$ cat src/rtl/dual_issue_scheduler_if.sv
// dual_issue_scheduler_if: fetch, writeback and issue signals of the dual-issue scheduler.
interface dual_issue_scheduler_if;
  logic [31:0] instruction0;
  logic [31:0] instruction1;
  logic        nothing_filled;
  logic        mem_busy;
  logic        wb0_valid;
  logic [4:0]  wb0_rd;
  logic        wb1_valid;
  logic [4:0]  wb1_rd;
  logic        freeze1;
  logic        freeze2;
  logic        dependency_on_ins2;
  logic        issue0_valid;
  logic [31:0] issue0_instr;
  logic        issue1_valid;
  logic [31:0] issue1_instr;
  logic [1:0]  sched_state;
  logic [7:0]  stall_cycles;
  modport master (
    output instruction0, instruction1, nothing_filled, mem_busy,
           wb0_valid, wb0_rd, wb1_valid, wb1_rd,
    input  freeze1, freeze2, dependency_on_ins2, issue0_valid, issue0_instr,
           issue1_valid, issue1_instr, sched_state, stall_cycles
  );
  modport slave (
    input  instruction0, instruction1, nothing_filled, mem_busy,
           wb0_valid, wb0_rd, wb1_valid, wb1_rd,
    output freeze1, freeze2, dependency_on_ins2, issue0_valid, issue0_instr,
           issue1_valid, issue1_instr, sched_state, stall_cycles
  );
endinterface

$ cat src/rtl/dual_issue_scheduler.sv
// dual_issue_scheduler: scoreboarded RV32I issue of up to two instructions per cycle.
// Define SCHED_DUAL_ISSUE_EN to allow pipe-1 issue; otherwise only instruction0 issues.
module dual_issue_scheduler (
  input logic                   clk,
  input logic                   n_rst,
  dual_issue_scheduler_if.slave bus
);
  localparam logic [1:0] EMPTY = 2'd0, RUN = 2'd1, STALL = 2'd2;
  localparam logic [6:0] OP_R = 7'b0110011, LOAD = 7'b0000011, STORE = 7'b0100011,
                         BRANCH = 7'b1100011, JAL = 7'b1101111, JALR = 7'b1100111,
                         LUI = 7'b0110111, AUIPC = 7'b0010111;
  function automatic logic [31:0] read_mask(input logic [31:0] i);
    logic use1, use2;
    use1 = !(i[6:0] == LUI || i[6:0] == AUIPC || i[6:0] == JAL);
    use2 = i[6:0] == OP_R || i[6:0] == STORE || i[6:0] == BRANCH;
    read_mask = ((use1 ? 32'd1 << i[19:15] : 32'd0) | (use2 ? 32'd1 << i[24:20] : 32'd0)) & ~32'd1;
  endfunction
  function automatic logic [31:0] write_mask(input logic [31:0] i);
    write_mask = (i[6:0] == STORE || i[6:0] == BRANCH) ? 32'd0 : (32'd1 << i[11:7]) & ~32'd1;
  endfunction
  function automatic logic redirects(input logic [6:0] op);
    redirects = op == BRANCH || op == JAL || op == JALR;
  endfunction
  logic [31:0] pending, rm0, rm1, wm0, wm1, set_mask, clr_mask;
  logic [1:0]  state, next_state;
  logic        issue, dep, hazard1;
  assign rm0 = read_mask(bus.instruction0);
  assign rm1 = read_mask(bus.instruction1);
  assign wm0 = write_mask(bus.instruction0);
  assign wm1 = write_mask(bus.instruction1);
  assign hazard1 = !bus.nothing_filled && |(rm0 & pending);
  assign issue = !bus.nothing_filled && !hazard1 && !bus.mem_busy;
`ifdef SCHED_DUAL_ISSUE_EN
  assign dep = issue && (|(rm1 & wm0) || |(wm1 & wm0) || |(rm1 & pending) ||
                         redirects(bus.instruction1[6:0]) || bus.instruction1[6:0] == LOAD ||
                         bus.instruction1[6:0] == STORE || redirects(bus.instruction0[6:0]) ||
                         bus.instruction1 == 32'd0);
`else
  assign dep = issue;
`endif
  assign clr_mask = (bus.wb0_valid ? 32'd1 << bus.wb0_rd : 32'd0) | (bus.wb1_valid ? 32'd1 << bus.wb1_rd : 32'd0);
  assign set_mask = issue ? (wm0 | (dep ? 32'd0 : wm1)) : 32'd0;
  always_ff @(posedge clk or negedge n_rst)
    if (!n_rst) state <= EMPTY;
    else state <= next_state;
  always_comb next_state = bus.nothing_filled ? EMPTY : (hazard1 || bus.mem_busy) ? STALL : RUN;
  always_comb begin
    bus.freeze1 = hazard1;
    bus.freeze2 = bus.mem_busy;
    bus.dependency_on_ins2 = dep;
    bus.sched_state = state;
  end
  // Set wins over a same-cycle writeback clear of the same register.
  always_ff @(posedge clk or negedge n_rst)
    if (!n_rst) begin
      pending <= '0;
      bus.issue0_valid <= 1'b0;
      bus.issue0_instr <= '0;
      bus.issue1_valid <= 1'b0;
      bus.issue1_instr <= '0;
      bus.stall_cycles <= '0;
    end else begin
      pending <= ((pending & ~clr_mask) | set_mask) & ~32'd1;
      bus.issue0_valid <= issue;
      bus.issue0_instr <= issue ? bus.instruction0 : '0;
      bus.issue1_valid <= issue && !dep;
      bus.issue1_instr <= (issue && !dep) ? bus.instruction1 : '0;
      bus.stall_cycles <= next_state == STALL ? (bus.stall_cycles == 8'hff ? bus.stall_cycles : bus.stall_cycles + 8'd1)
                        : (state == STALL && next_state == RUN) ? 8'd0 : bus.stall_cycles;
    end
endmodule

$ cat src/flat_wrapper.sv
// flat-port wrapper written by rule: the top's interface ports become plain ports
module dual_issue_scheduler_flat 
  (clk, n_rst, bus_instruction0, bus_instruction1, bus_nothing_filled, bus_mem_busy, bus_wb0_valid, bus_wb0_rd, bus_wb1_valid, bus_wb1_rd, bus_freeze1, bus_freeze2, bus_dependency_on_ins2, bus_issue0_valid, bus_issue0_instr, bus_issue1_valid, bus_issue1_instr, bus_sched_state, bus_stall_cycles);
  dual_issue_scheduler_if bus_i ();
  input logic clk;
  input logic n_rst;
  input wire logic [$bits(bus_i.instruction0)-1:0] bus_instruction0;
  input wire logic [$bits(bus_i.instruction1)-1:0] bus_instruction1;
  input wire logic [$bits(bus_i.nothing_filled)-1:0] bus_nothing_filled;
  input wire logic [$bits(bus_i.mem_busy)-1:0] bus_mem_busy;
  input wire logic [$bits(bus_i.wb0_valid)-1:0] bus_wb0_valid;
  input wire logic [$bits(bus_i.wb0_rd)-1:0] bus_wb0_rd;
  input wire logic [$bits(bus_i.wb1_valid)-1:0] bus_wb1_valid;
  input wire logic [$bits(bus_i.wb1_rd)-1:0] bus_wb1_rd;
  output wire logic [$bits(bus_i.freeze1)-1:0] bus_freeze1;
  output wire logic [$bits(bus_i.freeze2)-1:0] bus_freeze2;
  output wire logic [$bits(bus_i.dependency_on_ins2)-1:0] bus_dependency_on_ins2;
  output wire logic [$bits(bus_i.issue0_valid)-1:0] bus_issue0_valid;
  output wire logic [$bits(bus_i.issue0_instr)-1:0] bus_issue0_instr;
  output wire logic [$bits(bus_i.issue1_valid)-1:0] bus_issue1_valid;
  output wire logic [$bits(bus_i.issue1_instr)-1:0] bus_issue1_instr;
  output wire logic [$bits(bus_i.sched_state)-1:0] bus_sched_state;
  output wire logic [$bits(bus_i.stall_cycles)-1:0] bus_stall_cycles;
  assign bus_i.instruction0 = bus_instruction0;
  assign bus_i.instruction1 = bus_instruction1;
  assign bus_i.nothing_filled = bus_nothing_filled;
  assign bus_i.mem_busy = bus_mem_busy;
  assign bus_i.wb0_valid = bus_wb0_valid;
  assign bus_i.wb0_rd = bus_wb0_rd;
  assign bus_i.wb1_valid = bus_wb1_valid;
  assign bus_i.wb1_rd = bus_wb1_rd;
  assign bus_freeze1 = bus_i.freeze1;
  assign bus_freeze2 = bus_i.freeze2;
  assign bus_dependency_on_ins2 = bus_i.dependency_on_ins2;
  assign bus_issue0_valid = bus_i.issue0_valid;
  assign bus_issue0_instr = bus_i.issue0_instr;
  assign bus_issue1_valid = bus_i.issue1_valid;
  assign bus_issue1_instr = bus_i.issue1_instr;
  assign bus_sched_state = bus_i.sched_state;
  assign bus_stall_cycles = bus_i.stall_cycles;
  dual_issue_scheduler u_core (.clk(clk), .n_rst(n_rst), .bus(bus_i));
endmodule
$ cat config.mk
export PLATFORM = sky130hd
export DESIGN_NAME = dual_issue_scheduler_flat
export DESIGN_NICKNAME = d
export VERILOG_FILES = /design/src/rtl/dual_issue_scheduler_if.sv /design/src/rtl/dual_issue_scheduler.sv /design/src/flat_wrapper.sv
export SDC_FILE = /design/constraint.sdc
export NUM_CORES = 1
export LEC_CHECK = 0
export BUFFER_PORTS_ARGS = -buffer_cell sky130_fd_sc_hd__buf_2
export CAP_MARGIN = 20
export CORE_ASPECT_RATIO = 1.25
export CORE_MARGIN = 2
export CORE_UTILIZATION = 45
export DETAILED_ROUTE_END_ITERATION = 8
export PLACE_DENSITY_LB_ADDON = 0.3
export SLEW_MARGIN = 20
export SYNTH_ARGS = -nofsm -noshare
export SYNTH_HDL_FRONTEND = slang
export SYNTH_SLANG_ARGS = --single-unit
export TNS_END_PERCENT = 100
$ cat constraint.sdc
create_clock -name clk -period 2.5 [get_ports clk]
set_input_delay 0.375 -clock clk [delete_from_list [all_inputs] [get_ports clk]]
set_output_delay 0.375 -clock clk [all_outputs]
set_load 0.03 [all_outputs]
## Yosys cells after proc, flatten, opt, wreduce, memory -nomap -nowiden

Cells that the tools add are included.

- Equal/unequal tests: 13
- Shifts and indexed selects: 6
- Bitwise gates (word level): 7
- Add/sub/neg operators: 1
- Reduce and logical (&&, ||, !) cells: 17
- Divide/modulo/power cells: 0
- Multiplexer cells: 14
- Order comparisons: 0
- Multipliers: 0

Operators by type and width:

| kind | count |
|---|---|
| $mux W32 | 9 |
| $shl A1 B5 Y32 const A | 6 |
| $or A32 B32 Y32 | 4 |
| $and A32 B32 Y32 | 2 |
| $not A32 Y32 | 1 |
| $reduce_or A32 Y1 | 1 |
| $eq A7 B6 Y1 const B | 4 |
| $mux W8 | 3 |
| $eq A7 B7 Y1 const B | 3 |
| $add A8 B1 Y8 const B | 1 |
| $eq A8 B8 Y1 const B | 1 |
| $eq A7 B5 Y1 const B | 1 |
| $logic_or A1 B1 Y1 | 7 |
| $eq A2 B2 Y1 const B | 2 |
| $logic_and A1 B1 Y1 | 4 |
| $mux W2 | 2 |
| $logic_not A1 Y1 | 3 |
| $eq A2 B1 Y1 const B | 1 |
| $ne A2 B2 Y1 const B | 1 |
| $reduce_and A2 Y1 | 1 |
| $reduce_bool A2 Y1 | 1 |

- ROM bits: 0
- Latch bits: 0
- Register bits: 74
- Memory bits (writable): 0
- Logic and storage cells: 63
- Memories kept: 0

## Longest topological paths before layout

Gate-level depths: netlist of run 1.

- Depth after elaboration: 15
- Gate-level depth with buffers: 12
- Mapped depth without buffers: 8

## Worst setup path before layout of run 1

Ideal clock, no wire load.

- Kind: in2out
- From: input port bus_instruction0[18]
- To: output port bus_dependency_on_ins2
- Arrival time: 2.301 ns
- Buffers on the path: 3
- Path slack: -0.176 ns
- Stages: 9
- Cells stage by stage: clkbuf_2 -> buf_2 -> nand3b_1 -> o211ai_1 -> a32oi_1 -> a41oi_2 -> or4_1 -> buf_2 -> nor2_1

- Word-level cells in the longest chain between the ends: 9

Ends and longest elaborated chain:

| element | line | text |
|---|---|---|
| start, declared | flat_wrapper.sv:7 | `input wire logic [$bits(bus_i.instruction0)-1:0] bus_instruction0;` |
| $shl A1 B5 Y32 | dual_issue_scheduler.sv:16 | `read_mask = ((use1 ? 32'd1 << i[19:15] : 32'd0) \| (use2 ? 32'd1 << i[24:20] : 32'd0)) & ~32'd1;` |
| $mux W32 | dual_issue_scheduler.sv:16 |  |
| $or A32 B32 Y32 | dual_issue_scheduler.sv:16 |  |
| $and A32 B32 Y32 | dual_issue_scheduler.sv:31 | `assign hazard1 = !bus.nothing_filled && \|(rm0 & pending);` |
| $reduce_or A32 Y1 | dual_issue_scheduler.sv:31 |  |
| $logic_and A1 B1 Y1 | dual_issue_scheduler.sv:31 |  |
| $logic_not A1 Y1 | dual_issue_scheduler.sv:32 | `assign issue = !bus.nothing_filled && !hazard1 && !bus.mem_busy;` |
| $logic_and A1 B1 Y1 (2 in a row) | dual_issue_scheduler.sv:32 |  |
| end, declared | flat_wrapper.sv:17 | `output wire logic [$bits(bus_i.dependency_on_ins2)-1:0] bus_dependency_on_ins2;` |

No other way between the ends.

## Worst setup path in the final report of run 1

- From: register u_core.pending[30]
- To: output port bus_dependency_on_ins2

- Word-level cells in the longest chain between the ends: 6

Ends and longest elaborated chain:

| element | line | text |
|---|---|---|
| start, declared | dual_issue_scheduler.sv:24 | `logic [31:0] pending, rm0, rm1, wm0, wm1, set_mask, clr_mask;` |
| start signal, assigned | dual_issue_scheduler.sv:63 | `pending <= ((pending & ~clr_mask) \| set_mask) & ~32'd1;` |
| $and A32 B32 Y32 | dual_issue_scheduler.sv:31 |  |
| $reduce_or A32 Y1 | dual_issue_scheduler.sv:31 |  |
| $logic_and A1 B1 Y1 | dual_issue_scheduler.sv:31 |  |
| $logic_not A1 Y1 | dual_issue_scheduler.sv:32 |  |
| $logic_and A1 B1 Y1 (2 in a row) | dual_issue_scheduler.sv:32 |  |

No other way between the ends.

==> reports/results.ini, run 1 <==
[global_route]
use_met3=0.05069
gr-total-overflow=0
grt_pass1_wl_mm=20.23
grt_pass1_vias=3965
grt.busiest_layer=met2
use_met2=0.4253
grtUsageMet1=0.2751
grt_max_degree=48
grtUsageTotal=0.2457
antenna_found_initial=0

[clock_tree]
clockRootBuffer=clkbuf_16
clockBufferDepth=2
clkTransAtPathRegs_ns=0.06
cts_buffers=9
h-tree-depth=3
hold_buffers=0
clk_latency_ns=0.33
cts.sinks=74
cts_tree=built

[worst_setup_path]
r2r_cells=11
crit_path_max_fanout=5
endpoint_kind=output pin
start_kind=register
critPathRequiredTime_ns=2.12
r2r_end=u_core.bus.issue0_instr[10]
rrSetupSlack_ns=-0.08
crit_type=register to output pin
worstPathArrival_ns=2.31
r2r_start=u_core.pending[17]

[synth]
synth_flop_cell=dfrtp_1
yosysTopAreaCell=dfrtp_1
synth_cell_types=61
synth.top_cell.area_share=0.4213
syn_area_um2=4395
yosysSeqAreaShare=0.4213
syn_area_per_cell_um2=9.372
synth_warnings=0
async_flop_share=1.000
synth_edf_count=0
syn_inst=469
ys_seq_elements=74
synthTopCellsByArea=dfrtp_1 (42%), buf_4 (6.3%), a22oi_1 (5.5%), and2_1 (4.1%), nand2_1 (4.0%)

[pwr]
p_per_area_nw_per_um2=664.4
power.leakage_nw=2.699
total_power_mw=3.843
seq_power_share=0.397
switchingPower_mw=1.297
p_clk_frac=0.328
combPwrFrac=0.275
p_int_mw=2.546
peakVddDrop_v=0.0003608
p_sw_frac=0.3375

[place]
dpl-instance-area_um2=5156
gp_congestion=0.9614
io_buffers=93
hpwl_mm=9.776
post-place-ws_ns=-0.2938

[timing]
finalSetupTns_ns=-1.332
worst_pin_slew_ns=0.6426
finalSetupViolCount=28
fin_worst_skew_ns=0.008760
layout_setup_ws_ns=-0.1844
finalCritPeriodShare=1.074
drv_slew=0
clock.fmax_mhz=372.5
slew_headroom=0.5716
min_period_ns=2.684
finalHoldViolCount=0
rsz0062_at_grt=true

[cells_and_area]
drive_gt1_frac=0.3519
fin_nets=687
syn_to_final_growth_pct=31.60
antenna_cells=0
final_cell_area_um2=5784
multi_input_area_um2=2449
regArea_um2=1853
final_util=0.6051
n_fill_cell=836

[status]
violations=negative setup slack
status=complete, but fails checks

[min_path]
hold_path_class=input port to asynchronous set/reset pin

[detailed_routing]
drc=0
drt-pass1-iter-count=5
drt_iter0_markers=299
wire_per_inst_um=17.63
ant_nets=0
wirelength_mm=12.99
vias=4153
viasPerCell=5.635

[run]
maxCapViolCount=0

[floorplan]
num_io_pins=159
die_area_um2=10580
start_util=0.4598
core_area_um2=9559
die_h_um=114.5
die_w_um=92.40
rows=40

-- kinds of logic after synthesis --
kind of cell | after synthesis | share of synthesized area
multiplexers | 19 | 0.04640
AO/OA/AOI/OAI | 107 | 0.1779
AND/OR/NAND/NOR | 199 | 0.2579
flip-flops | 74 | 0.4213
buffers and inverters | 68 | 0.09280
adder cells (fa/ha/maj) | 1 | 0.002846
other | 1 | 0.0008532
-- per-layer routing --
| metal | share of wire | vias to the layer above |
|---|---|---|
| met4 | 0.063 | 0 |
| met3 | 0.055 | 46 |
| met2 | 0.51 | 174 |
| met1 | 0.37 | 1998 |
| li1 | - | 1935 |
| met5 | 0 | - |
-- worst max-delay path: stages (launching register included) --
cell	delay, ns
dfrtp_1	0.40
mux4_2	0.51
a32o_2	0.28
a221oi_4	0.26
o211ai_4	0.14
buf_6	0.16
nor2_4	0.09
buf_6	0.14
-- power by group through the flow --
stage	clock, mW	combinational [mW]	sequential (mW)
global route	1.33	1.14	1.54
finish	1.26	1.06	1.53
CTS	1.28	0.974	1.52
detailed placement	0	0.939	1.54
floorplan	0	0.492	1.63
global placement	0	0.921	1.52
-- layout by cell type (no fill, tap or decap), drive strengths merged, types with 10 or more instances in the layout --
cell / count
nor3: 10
buf: 155
a22oi: 32
nand2: 47
clkbuf: 10
o21ai: 23
mux2i: 17
nor2: 27
nand3: 11
conb: 33
and2: 29
dfrtp: 74
nor3b: 13
-- Yosys cell counts, types with 4 or more instances --
cell type / instances
dfrtp_1: 74
nand2_1: 47
buf_4: 37
a22oi_1: 32
and2_1: 29
nor2_1: 26
o21ai_0: 23
mux2i_1: 17
clkbuf_1: 13
nor3b_1: 13
nand3_1: 11
buf_2: 10
nor3_1: 10
and3_1: 9
nand2b_1: 8
a31oi_1: 7
a32o_1: 7
inv_1: 7
nand4_1: 7
nor2b_1: 7
a21oi_1: 6
o22ai_1: 6
nand4b_1: 4
o32ai_1: 4
-- area by class of cell --
type                    count  share of cell area
inverters                   7            0.004543
multi-input cells         359              0.4233
well taps                 126             0.02725
repair buffers            155              0.1733
clock buffers              10             0.03958
clock inverters             6             0.01168
flip-flops and latches     74              0.3204
-- flip-flops by register name (all words and copies together) (netlist names) --
register and cells:
u_core.bus.issue0_instr 32, u_core.bus.sched_state 2, u_core.bus.stall_cycles 8, u_core.pending 31
u_core.bus.issue0_valid 1
-- what timing repair did --
item | in CTS | in global routing
setup buffers | 4 | 10
setup endpoints to repair | 36 | 70
resized for setup | 36 | 45
pin swaps | 17 | 11
gates cloned | 0 | 1
-- worst max path at each step --
| stage | start | to | slack (ns) | depth (start not counted) |
|---|---|---|---|---|
| detailed placement | bus_instruction0[18] | u_core.pending[14] | -0.29 | 11 |
| floorplan | bus_instruction0[22] | u_core.bus.stall_cycles[4] | -0.01 | 8 |
| CTS | u_core.pending[17] | bus_dependency_on_ins2 | -0.21 | 7 |
| global route | u_core.pending[30] | bus_dependency_on_ins2 | -0.26 | 7 |
| global placement | bus_instruction0[15] | u_core.pending[25] | -0.29 | 10 |
| finish | u_core.pending[30] | bus_dependency_on_ins2 | -0.18 | 7 |
-- metrics by stage --
step           hold WS [ns]  instances
2_1_floorplan       0.07941        501
3_3_place_gp         0.4237        709
3_5_place_dp         0.4334        709
4_1_cts             0.07848        728
5_1_grt              0.1061        737
6_report            0.06503        737
No activity file was read; power rests on OpenSTA's default activity.
==> inputs of run 2 (changes only) <==
--- a/config.mk
+++ b/config.mk
@@ -9,7 +9,7 @@
 export CAP_MARGIN = 20
 export CORE_ASPECT_RATIO = 1.25
 export CORE_MARGIN = 2
-export CORE_UTILIZATION = 45
+export CORE_UTILIZATION = 34
 export DETAILED_ROUTE_END_ITERATION = 8
 export PLACE_DENSITY_LB_ADDON = 0.3
 export SLEW_MARGIN = 20
==> run 2 against run 1 <==
  * The flow still finishes with violations (negative setup slack)
  * Setup slack worse by 0.021 ns
  * Clock-buffer cell count fell by 1
  * Design area increased by 3.3%
  * Global-route usage fell by 5.2 points
  * Flip-flop and latch count is the same
==> reports/results.ini, run 2 (synthesized netlist as in run 1, its figures left out) <==
[worst_setup_path]
start_kind=register
worstPathArrival_ns=2.33
crit_type=register to output pin
crit_path_max_fanout=3
critPathRequiredTime_ns=2.12
endpoint_kind=output pin

[place]
io_buffers=93
gp_congestion=0.9487
hpwl_mm=10.10
dpl-instance-area_um2=5244
post-place-ws_ns=-0.2709

[pwr]
power.leakage_nw=2.776
p_per_area_nw_per_um2=663.8
peakVddDrop_v=0.0003999
total_power_mw=3.966

[detailed_routing]
drc=0
ant_nets=0
wire_per_inst_um=17.75
wirelength_mm=13.86
highest_layer=met4
drt-pass1-iter-count=7
drt_iter0_markers=231
vias=4133
wl_met1_mm=5.353
viasPerCell=5.292
wl_met2_mm=6.920
wl_met3_um=730

[cells_and_area]
mostFrequentLayoutCell=buf_2
drive_gt1_frac=0.3801
final_cell_mix=buf_2 (91), dfrtp_1 (74), buf_4 (47), nand2_1 (45), conb_1 (33)
final_cell_area_um2=5974
fin_nets=689
largest_reg_flops=32
final_util=0.4718
antenna_cells=0
top_register=u_core.bus.issue0_instr
reg.largest.list=u_core.bus.issue0_instr: 32 flops, u_core.pending: 31 flops, u_core.bus.stall_cycles: 8 flops
syn_to_final_growth_pct=35.92

[timing]
layout_setup_ws_ns=-0.2057
finalCritPeriodShare=1.082
worst_pin_slew_ns=0.9279
drv_slew=0
fin_worst_skew_ns=0.009728
clock.fmax_mhz=369.6
rsz0062_at_grt=true
min_period_ns=2.706
finalSetupViolCount=50
slew_headroom=0.3801
finalHoldViolCount=0

[clock_tree]
clockRootBuffer=clkbuf_16
clkTransAtPathRegs_ns=0.07
cts_tree=built
hold_buffers=0
cts.sinks=74
clk_latency_ns=0.35
cts_buffers=9
clockBufferDepth=2
h-tree-depth=3

[run]
maxCapViolCount=0

[global_route]
grt_max_degree=75
antenna_found_initial=0
grt_pass1_vias=4110
grt_pass1_wl_mm=21.04
gr-total-overflow=0
grtUsageTotal=0.1941

[floorplan]
die_area_um2=13860
die_h_um=131.1
core_area_um2=12660
start_util=0.3471
num_io_pins=159
rows=46
die_w_um=105.7

[min_path]
hold_path_class=input port to asynchronous set/reset pin

[status]
violations=negative setup slack
status=complete, but fails checks

==> run 2: cell types whose count changed in the layout (fill, tap and decap cells not counted), sizes merged <==
cell and delta:
inv +4, clkinv -2, clkbuf +1, clkinvlp -1
==> run 2: final cells by class <==
cell class | count | area [um^2]
clock inverters | 7 | 83.83
repair buffers | 157 | 1089
well taps | 168 | 210.2
flip-flops and latches | 74 | 1852
clock buffers | 9 | 225.2
fillers | 1248 | 6688
inverters | 7 | 26.28
multi-input cells | 359 | 2489
==> run 2: power breakdown <==
part / internal, mW / switching (mW) / leakage (nW) / total, mW
logic: 0.456 / 0.660 / 1.65 / 1.12
clock network: 0.792 / 0.550 / 0.149 / 1.34
registers: 1.35 / 0.156 / 0.981 / 1.51
total: 2.60 / 1.37 / 2.78 / 3.97
==> run 2: worst max-delay path, stage by stage, from the launching register on <==
cell	delay, ns
dfrtp_1	0.41
mux4_2	0.49
a32o_2	0.29
a221oi_4	0.27
o211ai_4	0.12
buf_6	0.14
nor2_4	0.12
buf_6	0.14
==> run 2: final timing paths <==
path / start / slack (ns) / endpoint / cells past startpoint
worst min-delay path: n_rst / 0.04 / u_core.bus.stall_cycles[5] / 2
max in group asynchronous: n_rst / 2.14 / u_core.pending[11] / 2
worst max register to register: u_core.pending[26] / -0.13 / u_core.bus.stall_cycles[2] / 9
worst max-delay path: u_core.pending[26] / -0.21 / bus_dependency_on_ins2 / 7
worst min register to register: u_core.pending[23] / 0.53 / u_core.pending[23] / 2
min in group clk: bus_instruction0[29] / 0.24 / u_core.bus.issue0_instr[29] / 2
==> run 2: metal layers <==
metal | track usage | vias up
met4 | 0.1228 | 0
met2 | 0.3308 | 173
met3 | 0.03869 | 53
met1 | 0.2198 | 1973
li1 | - | 1934
met5 | 0 | -
==> run 2: repair_timing <==
item                       in CTS  in global routing
resized for setup              48                 48
setup buffers                   5                  5
pin swaps                      27                 20
gates cloned                    1                  3
setup endpoints to repair      56                 71
==> run 2: stage by stage <==
stage	TNS (ns)	cells	hold slack, ns
floorplan	-0.02609	501	0.07941
finish	-2.275	781	0.04154
detailed placement	-13.72	752	0.4235
CTS	-2.713	774	0.04931
global placement	-12.08	752	0.4226
global route	-7.933	781	0.07506
==> inputs of run 3 (changes only) <==
--- a/config.mk
+++ b/config.mk
@@ -7,7 +7,6 @@
 export LEC_CHECK = 0
 export BUFFER_PORTS_ARGS = -buffer_cell sky130_fd_sc_hd__buf_2
 export CAP_MARGIN = 20
-export CORE_ASPECT_RATIO = 1.25
 export CORE_MARGIN = 2
 export CORE_UTILIZATION = 34
 export DETAILED_ROUTE_END_ITERATION = 8
==> run 3 against run 2 <==
  * The flow still finishes with violations (negative setup slack)
  * Hold slack better by 0.13 ns
  * Final cell count rose by 2.8%
  * Clock skew fell by 0.00052 ns
  * Total power grew 6.2%
  * Routed wire length fell by 2.3%
  * Flip-flop and latch count did not move
  * Largest cell class unchanged
==> reports/results.ini, run 3 (synthesized netlist as in run 1, its figures left out) <==
[status]
status=complete, but fails checks
violations=negative setup slack

[timing]
slew_headroom=0.3944
layout_setup_ws_ns=-0.2234
drv_slew=0
finalCritPeriodShare=1.089
finalSetupViolCount=33
worst_pin_slew_ns=0.9084
fin_worst_skew_ns=0.009205
rsz0062_at_grt=true
clock.fmax_mhz=367.2
timing.hold.ws_ns=0.1742
min_period_ns=2.723
finalHoldViolCount=0

[pwr]
total_power_mw=4.212
p_per_area_nw_per_um2=698.0
peakVddDrop_v=0.0002858
power.leakage_nw=2.841

[floorplan]
die_area_um2=13850
die_h_um=117.7
rows=41
die_w_um=117.7
core_area_um2=12620
start_util=0.3483
num_io_pins=159

[global_route]
grt_max_degree=40
grt_pass1_vias=4021
gr-total-overflow=0
grt_pass1_wl_mm=21.65
grtUsageTotal=0.1970
antenna_found_initial=0

[clock_tree]
clockRootBuffer=clkbuf_16
clk_latency_ns=0.34
hold_buffers=0
clockBufferDepth=2
cts_tree=built
cts.sinks=74
clkTransAtPathRegs_ns=0.06
h-tree-depth=3
cts_buffers=9

[worst_setup_path]
r2r_cells=8
rrSetupSlack_ns=-0.06
crit_type=register to output pin
endpoint_kind=output pin
timing.critical_path.buf_inv=2
critPathRequiredTime_ns=2.12
worstPathArrival_ns=2.35
cpMaxStageDelayCell=mux4_2
crit_path_cell_trace=mux4_2, a32o_2, a221oi_4, o211ai_4, buf_6, nor2_4, buf_6
path_delay_family=compound AO/OA/AOI/OAI gates
r2r_start=u_core.pending[26]
start_kind=register
r2r_end=u_core.bus.stall_cycles[2]
crit_top_cell=buf_6
crit_path_max_fanout=4
cpPeakStageDelay_ns=0.50

[cells_and_area]
final_cell_mix=buf_2 (90), buf_4 (75), dfrtp_1 (74), nand2_1 (44), conb_1 (33)
syn_to_final_growth_pct=37.29
top_register=u_core.bus.issue0_instr
n_fill_cell=1217
reg.largest.list=u_core.bus.issue0_instr: 32 flops, u_core.pending: 31 flops, u_core.bus.stall_cycles: 8 flops
mostFrequentLayoutCell=buf_2
drive_gt1_frac=0.3677
antenna_cells=0
largest_reg_flops=32
fin_nets=707

[detailed_routing]
wirelength_mm=13.55
drc=0
wire_per_inst_um=16.87
vias=4200
ant_nets=0
viasPerCell=5.230
drt_iter0_markers=331
drt-pass1-iter-count=5

[place]
gp_congestion=0.9962
hpwl_mm=10.33
io_buffers=93
post-place-ws_ns=-0.3943

[run]
maxCapViolCount=0

[min_path]
hold_path_class=input port to asynchronous set/reset pin

run 3: cell count changes in the layout (fill, tap and decap cells not counted), sizes merged:
cell      delta
buf         +20
inv          -4
bufinv       +3
clkinvlp     -1
run 3: how the worst max path moves through the flow:
stage	startpoint	to	slack [ns]	cells past startpoint
2_1_floorplan	bus_instruction0[22]	u_core.bus.stall_cycles[4]	-0.01	8
3_3_place_gp	bus_instruction0[18]	bus_dependency_on_ins2	-0.31	9
3_5_place_dp	bus_instruction0[18]	u_core.pending[5]	-0.39	10
4_1_cts	u_core.pending[30]	bus_dependency_on_ins2	-0.27	7
5_1_grt	u_core.pending[26]	bus_freeze1	-0.28	7
6_report	u_core.pending[26]	bus_dependency_on_ins2	-0.22	7
run 3: timing repair:
action	4_1_cts	5_1_grt
pin swaps	8	20
setup endpoints to repair	41	70
gates resized for setup	30	43
gates cloned	0	1
buffers inserted	7	5
run 3: report_power, final:
group	switching [mW]	total [mW]	internal, mW	leakage (nW)
clock network	0.496	1.60	1.10	0.180
logic	0.648	1.10	0.452	1.68
registers	0.162	1.51	1.35	0.981
total	1.31	4.21	2.91	2.84
run 3: area by class of cell:
cell class,count,area (um^2),area share
flip-flops and latches,74,1852,0.3069
repair buffers,175,1151,0.1908
clock inverters,5,125.1,0.02073
well taps,172,215.2,0.03566
multi-input cells,359,2422,0.4014
inverters,7,26.28,0.004354
clock buffers,11,242.7,0.04022
run 3: worst register-to-register path, delay by kind of cell (launching register included):
family          cells  cell delay (ns)
mux                 1             0.50
flops               1             0.41
simple gates        1             0.46
compound gates      5             0.91
buf+inv             1             0.15
run 3: per-layer routing:
layer | global-route usage | part of all wire | vias to the layer above
met1 | 0.2540 | 0.43 | 2048
met4 | 0.07530 | 0.024 | 0
li1 | - | - | 1974
met3 | 0.03924 | 0.057 | 22
met2 | 0.3263 | 0.49 | 156
met5 | 0 | 0 | -
run 3: metrics by stage:
step | instance area [um^2] | utilization | std cells | setup TNS (ns)
floorplan | 4528 | - | 501 | -0.02609
global placement | 5376 | 0.4260 | 775 | -12.68
detailed placement | 5376 | 0.4260 | 775 | -15.28
CTS | 5867 | 0.4649 | 798 | -2.029
global route | 6035 | 0.4782 | 803 | -4.710
finish | 6035 | 0.4782 | 803 | -0.9612
